$ cat src/rtl/data_mem_arbiter.sv
// Two-requester arbiter for the single-port data memory (CPU vs debug/loader), with debug lock and starvation bound.
// Define DATA_MEM_ARB_PERF_EN to build the CPU stall-cycle counter; otherwise o_stall_cycles is tied to zero.
module data_mem_arbiter #(
   parameter int unsigned DATA_WIDTH   = 32,
   parameter int unsigned ADDR_WIDTH   = 5,
   parameter int unsigned STARVE_LIMIT = 4
) (
   input  logic                      i_clk,
   input  logic                      i_reset,
   input  logic                      i_cpu_req,
   input  logic                      i_cpu_we,
   input  logic [ADDR_WIDTH-1:0]     i_cpu_addr,
   input  logic [DATA_WIDTH-1:0]     i_cpu_wdata,
   input  logic [DATA_WIDTH/8-1:0]   i_cpu_be,
   output logic                      o_cpu_gnt,
   output logic                      o_cpu_stall,
   output logic                      o_cpu_rvalid,
   output logic [DATA_WIDTH-1:0]     o_cpu_rdata,
   input  logic                      i_dbg_req,
   input  logic                      i_dbg_we,
   input  logic [ADDR_WIDTH-1:0]     i_dbg_addr,
   input  logic [DATA_WIDTH-1:0]     i_dbg_wdata,
   input  logic [DATA_WIDTH/8-1:0]   i_dbg_be,
   input  logic                      i_dbg_lock,
   output logic                      o_dbg_gnt,
   output logic                      o_dbg_rvalid,
   output logic [DATA_WIDTH-1:0]     o_dbg_rdata,
   output logic                      o_mem_en,
   output logic                      o_mem_we,
   output logic [ADDR_WIDTH-1:0]     o_mem_addr,
   output logic [DATA_WIDTH-1:0]     o_mem_wdata,
   output logic [DATA_WIDTH/8-1:0]   o_mem_be,
   input  logic [DATA_WIDTH-1:0]     i_mem_rdata,
   output logic [31:0]               o_stall_cycles
);

   localparam int unsigned CNT_W = $clog2(STARVE_LIMIT + 1);

   typedef enum logic [0:0] {ARB, DBG_LOCKED} state_t;

   state_t                  state;
   logic [CNT_W-1:0]        starve_cnt;
   logic                    arb_mode;
   logic                    dbg_starving;
   logic                    cpu_gnt;
   logic                    dbg_gnt;
   logic                    rd_tag_cpu;
   logic                    rd_tag_dbg;
   logic [DATA_WIDTH-1:0]   cpu_rdata_q;
   logic [DATA_WIDTH-1:0]   dbg_rdata_q;

   // Dropping the lock while locked re-opens normal arbitration in that same cycle.
   assign arb_mode     = (state == ARB) || !i_dbg_lock;
   assign dbg_starving = (starve_cnt == CNT_W'(STARVE_LIMIT));

   always_comb begin
      cpu_gnt = 1'b0;
      dbg_gnt = 1'b0;
      if (!i_reset) begin
         if (!arb_mode)
            dbg_gnt = i_dbg_req;
         else if (dbg_starving && i_dbg_req)
            dbg_gnt = 1'b1;
         else if (i_cpu_req)
            cpu_gnt = 1'b1;
         else if (i_dbg_req)
            dbg_gnt = 1'b1;
      end
   end

   assign o_cpu_gnt   = cpu_gnt;
   assign o_dbg_gnt   = dbg_gnt;
   assign o_cpu_stall = i_cpu_req && !cpu_gnt && !i_reset;

   always_ff @(posedge i_clk or posedge i_reset) begin
      if (i_reset) begin
         state      <= ARB;
         starve_cnt <= '0;
      end else begin
         if (i_dbg_lock && ((state == DBG_LOCKED) || dbg_gnt))
            state <= DBG_LOCKED;
         else
            state <= ARB;

         if (i_dbg_req && !dbg_gnt) begin
            if (!dbg_starving)
               starve_cnt <= starve_cnt + CNT_W'(1);
         end else begin
            starve_cnt <= '0;
         end
      end
   end

   always_ff @(posedge i_clk or posedge i_reset) begin
      if (i_reset) begin
         o_mem_en     <= 1'b0;
         o_mem_we     <= 1'b0;
         o_mem_addr   <= '0;
         o_mem_wdata  <= '0;
         o_mem_be     <= '0;
         rd_tag_cpu   <= 1'b0;
         rd_tag_dbg   <= 1'b0;
         o_cpu_rvalid <= 1'b0;
         o_dbg_rvalid <= 1'b0;
         cpu_rdata_q  <= '0;
         dbg_rdata_q  <= '0;
      end else begin
         o_mem_en <= cpu_gnt || dbg_gnt;
         if (cpu_gnt) begin
            o_mem_we    <= i_cpu_we;
            o_mem_addr  <= i_cpu_addr;
            o_mem_wdata <= i_cpu_wdata;
            o_mem_be    <= i_cpu_be;
         end else if (dbg_gnt) begin
            o_mem_we    <= i_dbg_we;
            o_mem_addr  <= i_dbg_addr;
            o_mem_wdata <= i_dbg_wdata;
            o_mem_be    <= i_dbg_be;
         end else begin
            o_mem_we    <= 1'b0;
            o_mem_addr  <= '0;
            o_mem_wdata <= '0;
            o_mem_be    <= '0;
         end

         // Owner tag travels alongside the command, then alongside the memory's read latency.
         rd_tag_cpu   <= cpu_gnt && !i_cpu_we;
         rd_tag_dbg   <= dbg_gnt && !i_dbg_we;
         o_cpu_rvalid <= rd_tag_cpu;
         o_dbg_rvalid <= rd_tag_dbg;

         if (o_cpu_rvalid)
            cpu_rdata_q <= i_mem_rdata;
         if (o_dbg_rvalid)
            dbg_rdata_q <= i_mem_rdata;
      end
   end

   // Read data is live from memory in the valid cycle and held afterwards.
   assign o_cpu_rdata = o_cpu_rvalid ? i_mem_rdata : cpu_rdata_q;
   assign o_dbg_rdata = o_dbg_rvalid ? i_mem_rdata : dbg_rdata_q;

`ifdef DATA_MEM_ARB_PERF_EN
   logic [31:0] stall_cnt;

   always_ff @(posedge i_clk or posedge i_reset) begin
      if (i_reset)
         stall_cnt <= '0;
      else if (o_cpu_stall && (stall_cnt != '1))
         stall_cnt <= stall_cnt + 32'd1;
   end

   assign o_stall_cycles = stall_cnt;
`else
   assign o_stall_cycles = '0;
`endif

endmodule

$ cat config.mk
export PLATFORM = sky130hd
export DESIGN_NAME = data_mem_arbiter
export DESIGN_NICKNAME = d
export VERILOG_FILES = /design/src/rtl/data_mem_arbiter.sv
export SDC_FILE = /design/constraint.sdc
export NUM_CORES = 1
export LEC_CHECK = 0
export BUFFER_PORTS_ARGS = -buffer_cell sky130_fd_sc_hd__buf_4
export CORE_MARGIN = 2
export CORE_UTILIZATION = 30
export DETAILED_ROUTE_END_ITERATION = 6
export PLACE_DENSITY = 0.69
export SKIP_LAST_GASP = 1
export SLEW_MARGIN = 20
export SYNTH_ARGS = -nofsm -noshare
export SYNTH_HDL_FRONTEND = slang
export SYNTH_SLANG_ARGS = --single-unit
$ cat constraint.sdc
create_clock -name i_clk -period 2.8 [get_ports i_clk]
set_input_delay 0.14 -clock i_clk [delete_from_list [all_inputs] [get_ports i_clk]]
set_output_delay 0.14 -clock i_clk [all_outputs]
set_load 0.005 [all_outputs]
# Word-level counts from Yosys, hierarchy flattened
# Cells that the tools add are included.
# op_classes
n_addsub,1
n_eq_ne,2
muxes,22
bitwise,1
reduce_logical,16
# ops
operator,count
$mux 32,4
$mux 1,12
$mux 5,2
$mux 4,2
$logic_and 1x1->1,7
$logic_not 1->1,6
$mux 3,2
$add 3x1->3 const B,1
$eq 3x3->1 const B,1
$logic_or 1x1->1,3
$ne 2x2->1 const B,1
$not 1->1,1
# word_totals
register_bits,115
in_bits,121
output_inout_bits,144

# Depth between registers and ports, before layout
# logic_depth
word_depth,8
depth_mapped,7
mapped_depth_nobuf,5

# Least setup slack after synthesis
# OpenSTA, ideal clock, no wires.
# synth_timing
path_kind,input -> register
from,input i_reset
to,register o_mem_wdata[23]
setup_ns,0.075
arrival_ns,2.112
t_required_ns,2.725
setup_slack_ns,0.614
cell_stages,3
n_path_buf,1
cell_sequence,inv_2 buf_2 a32o_1
# synth_via
elab_chain_cells,3
elab_cells_between_ends,4
classes_between,4 x mux
# synth_lines
element,line,source
"start, declared",9,"input logic i_reset,"
$mux 1,59,if (!i_reset) begin
$mux 32,114,end else if (dbg_gnt) begin
$mux 32 (*),109,if (cpu_gnt) begin
"end signal, assigned",112,o_mem_wdata <= i_cpu_wdata;
"end signal, assigned",117,o_mem_wdata <= i_dbg_wdata;
"end, declared",31,"output logic [DATA_WIDTH-1:0] o_mem_wdata,"
# Mark *: on every way between the ends. The rest lies on a longest branch, timed or not.
# A chain may end at the register's enable or synchronous reset.

# Worst setup path in the final report
# layout_timing
from,register starve_cnt[0]
to,register o_mem_addr[1]
# layout_via
elab_chain_cells,7
elab_cells_between_ends,10
classes_between,1 x eq/ne; 8 x mux; 1 x reduce/logical
# layout_lines
element,line,source
"start, declared",42,logic [CNT_W-1:0] starve_cnt;
"start signal, assigned",87,starve_cnt <= starve_cnt + CNT_W'(1);
$eq 3x3->1 (*),54,assign dbg_starving = (starve_cnt == CNT_W'(STARVE_LIMIT));
$logic_and 1x1->1 (*),62,else if (dbg_starving && i_dbg_req)
$mux 1,62,
$mux 1,60,if (!arb_mode)
$mux 1,59,
$mux 5,114,
$mux 5 (*),109,
"end signal, assigned",111,o_mem_addr <= i_cpu_addr;
"end signal, assigned",116,o_mem_addr <= i_dbg_addr;
"end, declared",30,"output logic [ADDR_WIDTH-1:0] o_mem_addr,"
# Marked as above.

==> flow_summary_export.csv <==
group,metric,value,unit
clock_tree,h-tree-depth,4,
sta,worst_hold_slack,42.2,ps
grt,antenna_found_initial,0,
critical_path,path_depth,5,
critical_path,cp_max_fo,44,
sta,final.setup.tns,0,ps
place,place.port_buffers,232,
critical_path,r2r_slack,740,ps
final_layout,final_cell_area,8080,sq um
synthesis,synth-seq-cells,115,
clock_tree,cts_buffer_depth,2,
sta,grt_setup_unrepaired,"no",
grt,grt_pass1_wl,22700,microns
floorplanning,die_area,17500,sq um
grt,grt_usage,16.5,%
place,placed_area,6700,sq um
sta,finalClockSkew,8.09,ps
critical_path,path_cells,"inv_1 > ha_1 > nand2_1 > nand2_2 > a32o_2",
route,drtIter0Drc,132,
sta,max_freq,0.485,GHz
critical_path,worst-r2r-cell-count,5,
critical_path,crit_type,"reg2reg",
floorplanning,start_util,30.8,%
synthesis,synth_cells,354,
sta,layout_min_cycle_time,2060,ps
synthesis,async_flop_share,100,%
clock_tree,cts_sinks,115,
sta,setup_violations,0,
clock_tree,post_cts_resized,0,
worst_hold_path,hold_class,"in2reg",
critical_path,crit_end,"o_mem_addr[1]",
sta,min_period_over_period,73.7,%
grt,top_usage_layer,"met2",
critical_path,endpoint_kind,"flop",
critical_path,slowest_stage,"nand2_2",
grt,grt_pass1_vias,4371,
final_layout,fillCellCount,1393,
synthesis,yosysSeqAreaShare,58.4,%
floorplanning,fp.dieW,132,microns
grt,grt_max_degree,61,
route,vias,4035,
synthesis,synth_common_cells,"dfrtp_1 (115), mux2_2 (60), and2_1 (42), a32o_1 (32), buf_4 (32)",
clock_tree,path_clk_slew,50,ps
grt,use_met1,18.4,%
critical_path,crit_start,"starve_cnt[0]",
critical_path,critPathMaxStageDelay,570,ps
floorplanning,core,16000,sq um
place,routabilityCongestion,0.784,
route,wirelength,14300,microns
route,drtPass1Iterations,4,
final_layout,nets,783,
critical_path,arrival,2360,ps
critical_path,required,3090,ps
sta,slew_headroom,37.3,%
synthesis,yosysMostFrequentCell,"dfrtp_1",
final_layout,diodes,0,
grt,grtUsageMet2,28.8,%
status,status,"completed",
pwr,powerDensity,660,nW/um^2
critical_path,crit_family,"simple AND/OR/NAND/NOR gates",
clock_tree,cts_tree,"done",
grt,grt_use_met3,5.31,%
final_layout,multi_input_area,1740,sq um
critical_path,r2r_end,"o_mem_addr[1]",
synthesis,synth.distinct_cells,33,
synthesis,synth.avg_cell_area,13.9,sq um
critical_path,cp-start-kind,"flop",
synthesis,synth_ff_type,"dfrtp_1",
route,drcViolationCount,0,
final_layout,drive_gt1_share,51.0,%
clock_tree,numCtsBuffers,17,
route,wire_per_inst,16.2,microns
synthesis,synth_area_leaders,"dfrtp_1 (58%), mux2_2 (14%), a32o_1 (6.5%), and2_1 (5.3%), buf_4 (4.9%)",
synthesis,yosysTopAreaCell,"dfrtp_1",
clock_tree,post_cts_buffers,0,
floorplanning,ios,265,
floorplanning,die_h,132,microns
grt,overflow,0,
route,vias_per_cell,4.54,
final_layout,seq_area,2880,sq um
run,maxCapViolCount,0,
critical_path,critPathBufInv,1,
floorplanning,num_rows,46,
pwr,leakagePower,3.94,nW
synthesis,ys.warnings.count,0,
pwr,vdd_drop_max,404,uV
sta,worst_pin_slew,938,ps
critical_path,reg2reg_from,"starve_cnt[0]",
sta,slew_viol_final,0,
final_layout,area_growth,63.8,%
synthesis,synth-edff-count,0,
sta,hold_viol_final,0,
route,ant_nets,0,
clock_tree,clkLatencyLatePin,410,ps
synthesis,syn_area,4930,sq um
place,hpwl,9450,microns
synthesis,yosys.area.top_type_share,58.4,%
clock_tree,clk_root_buffer_cell,"clkbuf_16",
## report_power, final
group          switching [mW]  internal (mW)
combinational           0.457          0.690
sequential             0.0700           1.91
clock                   0.736           1.46
total                    1.26           4.06
## through the flow
stage                     power (mW)  utilization [%]  setup WS, ps  cells
after floorplan                 2.47                -           614    385
after global placement          3.02             41.9           861    780
after detailed placement        3.07             41.9           783    780
after CTS                       5.38             50.5           719    888
after global routing            5.58             50.5           588    888
final                           5.33             50.5           736    888
## flip-flops by register name, indices dropped and copies added (netlist names)
register,flops
starve_cnt,3
o_mem_wdata,32
o_mem_en,1
o_cpu_rvalid,1
rd_tag_cpu,1
rd_tag_dbg,1
state,1
dbg_rdata_q,32
o_mem_addr,5
o_mem_we,1
o_dbg_rvalid,1
o_mem_be,4
cpu_rdata_q,32
## layout by cell type, fill, tap and decap left out, types with 10 or more instances in the layout
cell           Yosys  layout
buf_4             32     236
a32o_2            10      10
clkbuf_16          0      17
conb_1             1      32
mux2_2            60      60
dfrtp_1          115     115
dlygate4sd3_1      0      77
a32o_1            32      32
and2_1            42      42
## timing repair
action | 4_1_cts | 5_1_grt
endpoints found under the setup margin | 0 | 0
endpoints found under the hold margin | 143 | 0
hold buffers | 77 | 0
## worst min path at each step
stage	from	end	slack, ps	depth (start not counted)
2_1_floorplan	i_cpu_we	rd_tag_cpu	210	1
3_3_place_gp	i_reset	o_mem_en	250	2
3_5_place_dp	i_reset	state	260	2
4_1_cts	i_dbg_req	starve_cnt[2]	20	3
5_1_grt	i_dbg_req	starve_cnt[1]	30	3
6_report	i_dbg_req	starve_cnt[2]	40	3
## cell type report
class,instances,share of cell area [%]
Timing Repair Buffer,314,31.7
Inverter,4,0.248
Sequential cell,115,35.6
Clock buffer,22,5.87
Clock inverter,9,1.58
Tap cell,216,3.35
Multi-Input combinational cell,208,21.6
## kinds of logic (layout without fill, tap and decap cells)
| logic type | after synthesis | after routing | share of synthesized area (%) |
|---|---|---|---|
| compound gates | 51 | 51 | 10.3 |
| fa+ha+maj | 2 | 2 | 0.508 |
| buf+inv | 62 | 349 | 8.65 |
| flops | 115 | 115 | 58.4 |
| mux | 65 | 65 | 14.8 |
| other cells | 1 | 32 | 0.0761 |
| simple gates | 58 | 58 | 7.31 |
## worst reg2reg max path, delay by kind of cell, from the launching register on
family,cells,cell delay (ps)
and+or+nand+nor,2,780
AOI/OAI and AO/OA,1,490
DFF,1,370
adders and majority gates,1,240
buffers and inverters,1,80
## metal layers
layer | up-vias | wire, microns
li1 | 1814 | -
met1 | 1989 | 5640
met2 | 201 | 7250
met3 | 31 | 1100
met4 | 0 | 359
met5 | - | 0
(Power assumes the default switching activity.)
